$ cat src/rtl/imem_loader_if.sv
//------------------------------------------------------------------------------
// imem_loader_if : byte-stream input and instruction-memory write bus
// Rev 1.0
//------------------------------------------------------------------------------
`default_nettype none

interface imem_loader_if;
  logic        start;
  logic [7:0]  in_data;
  logic        in_valid;
  logic        in_ready;
  logic        imem_we;
  logic [15:0] imem_addr;
  logic [15:0] imem_wdata;
  logic        cpu_hold;
  logic        busy;
  logic        done;
  logic        err;
  logic [15:0] word_count;

  modport master (
    output start, in_data, in_valid,
    input  in_ready, imem_we, imem_addr, imem_wdata,
    input  cpu_hold, busy, done, err, word_count
  );

  modport slave (
    input  start, in_data, in_valid,
    output in_ready, imem_we, imem_addr, imem_wdata,
    output cpu_hold, busy, done, err, word_count
  );
endinterface

`default_nettype wire

$ cat src/rtl/imem_loader.sv
//------------------------------------------------------------------------------
// imem_loader : loads a length-prefixed 16-bit program image into IMEM
// Rev 1.0
//------------------------------------------------------------------------------
`default_nettype none

module imem_loader #(
  parameter int          MAX_WORDS = 256,
  parameter logic [15:0] BASE_ADDR = 16'h0000
) (
  input  logic          clk,
  input  logic          pc_reset_n,
  imem_loader_if.slave  bus
);

  typedef enum logic [2:0] {
    S_IDLE    = 3'd0,
    S_LEN_HI  = 3'd1,
    S_LEN_LO  = 3'd2,
    S_DATA_HI = 3'd3,
    S_DATA_LO = 3'd4,
    S_WRITE   = 3'd5,
    S_DONE    = 3'd6,
    S_ERR     = 3'd7
  } state_e;

  localparam logic [16:0] MAX_N = 17'(MAX_WORDS);

  state_e      state_q, state_d;
  logic [7:0]  len_hi_q;
  logic [15:0] len_q;
  logic [7:0]  data_hi_q;
  logic [15:0] idx_q;
  logic        in_ready_q;
  logic        imem_we_q;
  logic [15:0] imem_addr_q;
  logic [15:0] imem_wdata_q;
  logic        cpu_hold_q;
  logic        busy_q;
  logic        done_q;
  logic        err_q;

  logic        fire;
  logic [15:0] len_in;
  logic [15:0] idx_next;

  // in_ready_q always reflects state_q, so this is the exact handshake
  assign fire     = bus.in_valid & in_ready_q;
  assign len_in   = {len_hi_q, bus.in_data};
  assign idx_next = idx_q + 16'd1;

  always_comb begin
    state_d = state_q;
    case (state_q)
      S_IDLE, S_DONE, S_ERR: if (bus.start) state_d = S_LEN_HI;
      S_LEN_HI:              if (fire) state_d = S_LEN_LO;
      S_LEN_LO: begin
        if (fire) begin
          if (len_in == 16'd0)               state_d = S_DONE;
          else if ({1'b0, len_in} > MAX_N)   state_d = S_ERR;
          else                               state_d = S_DATA_HI;
        end
      end
      S_DATA_HI:             if (fire) state_d = S_DATA_LO;
      S_DATA_LO:             if (fire) state_d = S_WRITE;
      S_WRITE:               state_d = (idx_next == len_q) ? S_DONE : S_DATA_HI;
      default:               state_d = S_IDLE;
    endcase
  end

  always_ff @(posedge clk) begin
    if (!pc_reset_n) begin
      state_q      <= S_IDLE;
      len_hi_q     <= 8'd0;
      len_q        <= 16'd0;
      data_hi_q    <= 8'd0;
      idx_q        <= 16'd0;
      in_ready_q   <= 1'b0;
      imem_we_q    <= 1'b0;
      imem_addr_q  <= 16'd0;
      imem_wdata_q <= 16'd0;
      cpu_hold_q   <= 1'b1;
      busy_q       <= 1'b0;
      done_q       <= 1'b0;
      err_q        <= 1'b0;
    end else begin
      state_q    <= state_d;
      // outputs are decoded from the next state so they line up with state_q
      in_ready_q <= (state_d inside {S_LEN_HI, S_LEN_LO, S_DATA_HI, S_DATA_LO});
      imem_we_q  <= (state_d == S_WRITE);
      busy_q     <= (state_d inside {S_LEN_HI, S_LEN_LO, S_DATA_HI, S_DATA_LO, S_WRITE});
      done_q     <= (state_d == S_DONE);
      err_q      <= (state_d == S_ERR);
      cpu_hold_q <= (state_d != S_DONE);

      if ((state_q inside {S_IDLE, S_DONE, S_ERR}) && bus.start)
        idx_q <= 16'd0;
      if (fire && (state_q == S_LEN_HI))
        len_hi_q <= bus.in_data;
      if (fire && (state_q == S_LEN_LO))
        len_q <= len_in;
      if (fire && (state_q == S_DATA_HI))
        data_hi_q <= bus.in_data;
      if (fire && (state_q == S_DATA_LO)) begin
        imem_addr_q  <= BASE_ADDR + idx_q;
        imem_wdata_q <= {data_hi_q, bus.in_data};
      end
      if (state_q == S_WRITE)
        idx_q <= idx_next;
    end
  end

  assign bus.in_ready   = in_ready_q;
  assign bus.imem_we    = imem_we_q;
  assign bus.imem_addr  = imem_addr_q;
  assign bus.imem_wdata = imem_wdata_q;
  assign bus.cpu_hold   = cpu_hold_q;
  assign bus.busy       = busy_q;
  assign bus.done       = done_q;
  assign bus.err        = err_q;
  assign bus.word_count = idx_q;

endmodule

`default_nettype wire

$ cat src/flat_wrapper.sv
// flat-port wrapper written by rule: the top's interface ports become plain ports
module imem_loader_flat 
#(
  parameter int          MAX_WORDS = 256,
  parameter logic [15:0] BASE_ADDR = 16'h0000
)
  (clk, pc_reset_n, bus_start, bus_in_data, bus_in_valid, bus_in_ready, bus_imem_we, bus_imem_addr, bus_imem_wdata, bus_cpu_hold, bus_busy, bus_done, bus_err, bus_word_count);
  imem_loader_if bus_i ();
  input  logic clk;
  input  logic pc_reset_n;
  input wire logic [$bits(bus_i.start)-1:0] bus_start;
  input wire logic [$bits(bus_i.in_data)-1:0] bus_in_data;
  input wire logic [$bits(bus_i.in_valid)-1:0] bus_in_valid;
  output wire logic [$bits(bus_i.in_ready)-1:0] bus_in_ready;
  output wire logic [$bits(bus_i.imem_we)-1:0] bus_imem_we;
  output wire logic [$bits(bus_i.imem_addr)-1:0] bus_imem_addr;
  output wire logic [$bits(bus_i.imem_wdata)-1:0] bus_imem_wdata;
  output wire logic [$bits(bus_i.cpu_hold)-1:0] bus_cpu_hold;
  output wire logic [$bits(bus_i.busy)-1:0] bus_busy;
  output wire logic [$bits(bus_i.done)-1:0] bus_done;
  output wire logic [$bits(bus_i.err)-1:0] bus_err;
  output wire logic [$bits(bus_i.word_count)-1:0] bus_word_count;
  assign bus_i.start = bus_start;
  assign bus_i.in_data = bus_in_data;
  assign bus_i.in_valid = bus_in_valid;
  assign bus_in_ready = bus_i.in_ready;
  assign bus_imem_we = bus_i.imem_we;
  assign bus_imem_addr = bus_i.imem_addr;
  assign bus_imem_wdata = bus_i.imem_wdata;
  assign bus_cpu_hold = bus_i.cpu_hold;
  assign bus_busy = bus_i.busy;
  assign bus_done = bus_i.done;
  assign bus_err = bus_i.err;
  assign bus_word_count = bus_i.word_count;
  imem_loader #(.MAX_WORDS(MAX_WORDS), .BASE_ADDR(BASE_ADDR)) u_core (.clk(clk), .pc_reset_n(pc_reset_n), .bus(bus_i));
endmodule
$ cat config.mk
export PLATFORM = sky130hd
export DESIGN_NAME = imem_loader_flat
export DESIGN_NICKNAME = d
export VERILOG_FILES = /design/src/rtl/imem_loader_if.sv /design/src/rtl/imem_loader.sv /design/src/flat_wrapper.sv
export SDC_FILE = /design/constraint.sdc
export NUM_CORES = 1
export LEC_CHECK = 0
export ABC_AREA = 0
export BUFFER_PORTS_ARGS = -buffer_cell sky130_fd_sc_hd__buf_2
export CAP_MARGIN = 30
export CORE_ASPECT_RATIO = 0.9
export CORE_UTILIZATION = 36
export CTS_CLUSTER_SIZE = 14
export DETAILED_ROUTE_END_ITERATION = 8
export SETUP_SLACK_MARGIN = 0.15
export SLEW_MARGIN = 20
export SYNTH_ARGS = -nofsm -noshare
export SYNTH_HDL_FRONTEND = slang
export SYNTH_SLANG_ARGS = --single-unit
$ cat constraint.sdc
create_clock -name clk -period 2.9 [get_ports clk]
set_input_delay 0.29 -clock clk [delete_from_list [all_inputs] [get_ports clk]]
set_output_delay 0.29 -clock clk [all_outputs]
set_load 0.01 [all_outputs]
==> results.md <==
- Status: complete, no violations
- Maximum clock rate: 403.0 MHz
- Crit path time final: 2.481 ns
- Synthesized area: 0.004044 mm^2
- Worst setup path category: reg -> reg
- Die height: 102.5 um
- DR WL/cell: 15.12 um
- Worst hold path depth: 2
- Pleak: 0.001850 uW
- Via count: 3721
- IO Pins: 66
- Layout area overhead: 18.63%
- RR Startpoint: u_core.bus.word_count[1]$_SDFFE_PN0P_
- Largest net degree at the start of global routing: 82
- GR Overflow Total: 0
- Clock input transition at the sequential cells of the worst setup and hold paths: 0.07 ns
- Crit Reg-Reg Endpoint: u_core.bus.busy$_SDFF_PN0_
- Fraction of layout cells with a size suffix above 1: 19.68%
- PD cells: 525.5 mW/mm^2
- Initial antenna violation count: 0
- Number of hold violations in the final report: 0
- Initial DRC count: 302
- Root buffer cell: clkbuf_16
- Ys flop type: dfxtp_1
- Hold-fix buffers, CTS: 0
- Fin nets: 578
- Setup TNS: 0 ns
- Sequential area share after synthesis: 44.06%
- Initial Utilization: 37.10%
- Later-pin clock latency in the skew report: 0.34 ns
- R2r setup slk: 0.42 ns
- Cell count after synthesis: 514
- Die area: 0.01166 mm^2
- Post-synth cell types: 54
- Synth Warn #: 0
- Reg2Reg Depth: 8
- H-tree Lvls: 3
- Slew HR: 44.43%
- Pre-CTS setup slack: 0.3293 ns
- Hold wc startpoint: pc_reset_n
- Vias per cell: 5.161
- Tcrit/Tclk final: 85.56%
- CTS Buf Count: 9
- Least-Margin Pin Slew: 0.8336 ns
- Post-route worst setup slack: 0.4187 ns
- Antenna viol nets, final: 0
- GP Congestion: 0.8483
- Slew Viols, Final: 0
- Worst path required time: 3.11 ns
- Endpoint, Worst Hold: u_core.state_q[2]$_SDFF_PN0_
- Max cap viols: 0
- Worst Setup End Kind: flop
- Vias in the first global route: 3434
- Mean Syn Cell Area: 7.867 um^2
- Total track usage: 19.48%
- Critical-path maximum fanout: 8
- Longest Clk Path Bufs: 2
- Fin Clk Skew: 0.006701 ns
- Commonest cells after routing, fill and taps aside: 132 x nand2_1, 89 x dfxtp_1, 72 x a21oi_1, 65 x buf_2, 36 x nor2_1
- RSZ-0062 raised after global routing: false
- First-pass GRT wire length: 17470 um
- TritonCTS clock tree: done
- Post-synthesis async set-or-reset flop share: 0%
- Most common cell after layout, fill and taps aside: nand2_1
- Standard-cell row count: 36
- DRC Markers: 0
- N_diodes: 0
- Critical Path AT: 2.69 ns
- Final setup viols: 0
- Final wirelength: 10900 um
- Startpoint Class: flop
- Placed instance count: 706
- Post-Layout Cell Count: 721
- First-pass iteration count of the detailed router: 4
- Core Area: 0.01090 mm^2
- Post-synth EDFFs: 0
- Post-DP HPWL: 7556 um
- Number of synthesized register bits: 89
- Syn nets: 527
- PortBufs: 65
- Worst Hold Class: in -> reg
- Final Core Density: 44.01%
- TritonCTS Sinks: 89
- Die width: 113.7 um
- Worst IR Drop VDD: 0.0002271 V
-- repair_timing --
action / CTS / global route
setup buffers: 0 / 0
endpoints found under the setup margin: 0 / 3
resized for setup: 0 / 1
-- synthesized netlist by cell type, types with 2 or more instances --
cell type | number | share of area (%)
nand2_1 | 132 | 12
o22ai_1 | 2 | 0.31
a21oi_1 | 72 | 8.9
dfxtp_1 | 89 | 44
nor3b_1 | 4 | 0.74
a22oi_1 | 2 | 0.37
buf_4 | 5 | 0.93
nor2_1 | 36 | 3.3
nand3_1 | 16 | 2.0
clkbuf_1 | 28 | 2.6
buf_2 | 5 | 0.62
xnor2_1 | 9 | 1.9
mux2i_1 | 13 | 3.2
o21a_1 | 2 | 0.37
or2_2 | 2 | 0.31
nor2b_1 | 3 | 0.46
nand2b_1 | 4 | 0.62
o21ai_0 | 14 | 1.7
a211oi_1 | 2 | 0.37
o31ai_1 | 2 | 0.37
o2111ai_1 | 2 | 0.43
a311oi_1 | 2 | 0.43
inv_1 | 3 | 0.28
nor4_1 | 6 | 0.93
nor3_1 | 14 | 1.7
nand4_1 | 6 | 0.93
xor2_1 | 9 | 1.9
and2_1 | 4 | 0.62
-- stage by stage --
| stage | instance area [um^2] | hold slack [ns] | power, uW |
|---|---|---|---|
| global route | 4797 | 0.2547 | 2604 |
| CTS | 4795 | 0.2407 | 2533 |
| global placement | 4496 | 0.4393 | 1364 |
| floorplan | 4044 | 0.4117 | 1324 |
| detailed placement | 4496 | 0.4462 | 1365 |
| finish | 4797 | 0.2473 | 2521 |
-- power by group --
part           total, uW  internal [uW]  switching [uW]
Combinational        101           30.0            71.5
Clock               1180            677             506
Sequential          1240           1230            7.77
Total               2520           1940             585
-- area by class of cell --
class	instances	area (um^2)
fillers	1112	6103
multi-input cells	383	2088
flip-flops and latches	89	1782
repair buffers	78	422.9
clock buffers	9	225.2
well taps	152	190.2
clock inverters	6	73.82
inverters	4	15.01
-- metal layers --
layer  share of wire [%]  routed length [um]  vias up  global-route usage (%)
li1                    -                   -     1854                       -
met1                  47                5093     1752                   25.97
met2                  45                4940      100                   31.19
met3                 6.5                 712       15                   4.703
met4                 1.4                 151        0                   6.275
met5                   0                   0        -                       0
-- logic make-up after synthesis --
group	synth area share (%)
compound gates	15.69
flops	44.06
mux	3.775
fa+ha+maj	0.3094
xor+xnor	3.899
buf+inv	4.517
simple gates	27.75
-- worst max-delay path: stages (launching register included) --
cell	delay, ns
dfxtp_1	0.43
ha_2	0.30
and3_1	0.26
nand3_4	0.13
o311a_1	0.37
a21oi_1	0.11
o2111ai_1	0.19
o41ai_2	0.43
a21oi_1	0.12
-- flip-flops by register name (all words and copies together), names as in the netlist --
| register | cells |
|---|---|
| u_core.bus.imem_we | 1 |
| u_core.bus.done | 1 |
| u_core.bus.busy | 1 |
| u_core.bus.word_count | 16 |
| u_core.bus.imem_wdata | 16 |
| u_core.len_hi_q | 8 |
| u_core.data_hi_q | 8 |
| u_core.state_q | 3 |
| u_core.bus.err | 1 |
| u_core.len_q | 16 |
| u_core.bus.in_ready | 1 |
| u_core.bus.imem_addr | 16 |
| u_core.bus.cpu_hold | 1 |
-- how the worst max path moves through the flow --
stage	start	to	slack, ns
finish	u_core.bus.word_count[1]$_SDFFE_PN0P_	u_core.bus.busy$_SDFF_PN0_	0.42
global route	u_core.bus.word_count[1]$_SDFFE_PN0P_	u_core.bus.busy$_SDFF_PN0_	0.18
CTS	u_core.bus.word_count[1]$_SDFFE_PN0P_	u_core.bus.in_ready$_SDFF_PN0_	0.33
detailed placement	u_core.bus.word_count[1]$_SDFFE_PN0P_	u_core.bus.busy$_SDFF_PN0_	0.33
global placement	u_core.bus.word_count[1]$_SDFFE_PN0P_	u_core.bus.busy$_SDFF_PN0_	0.45
floorplan	u_core.bus.word_count[0]$_SDFFE_PN0P_	u_core.bus.busy$_SDFF_PN0_	0.52
Power figures use the tool's default switching activity.
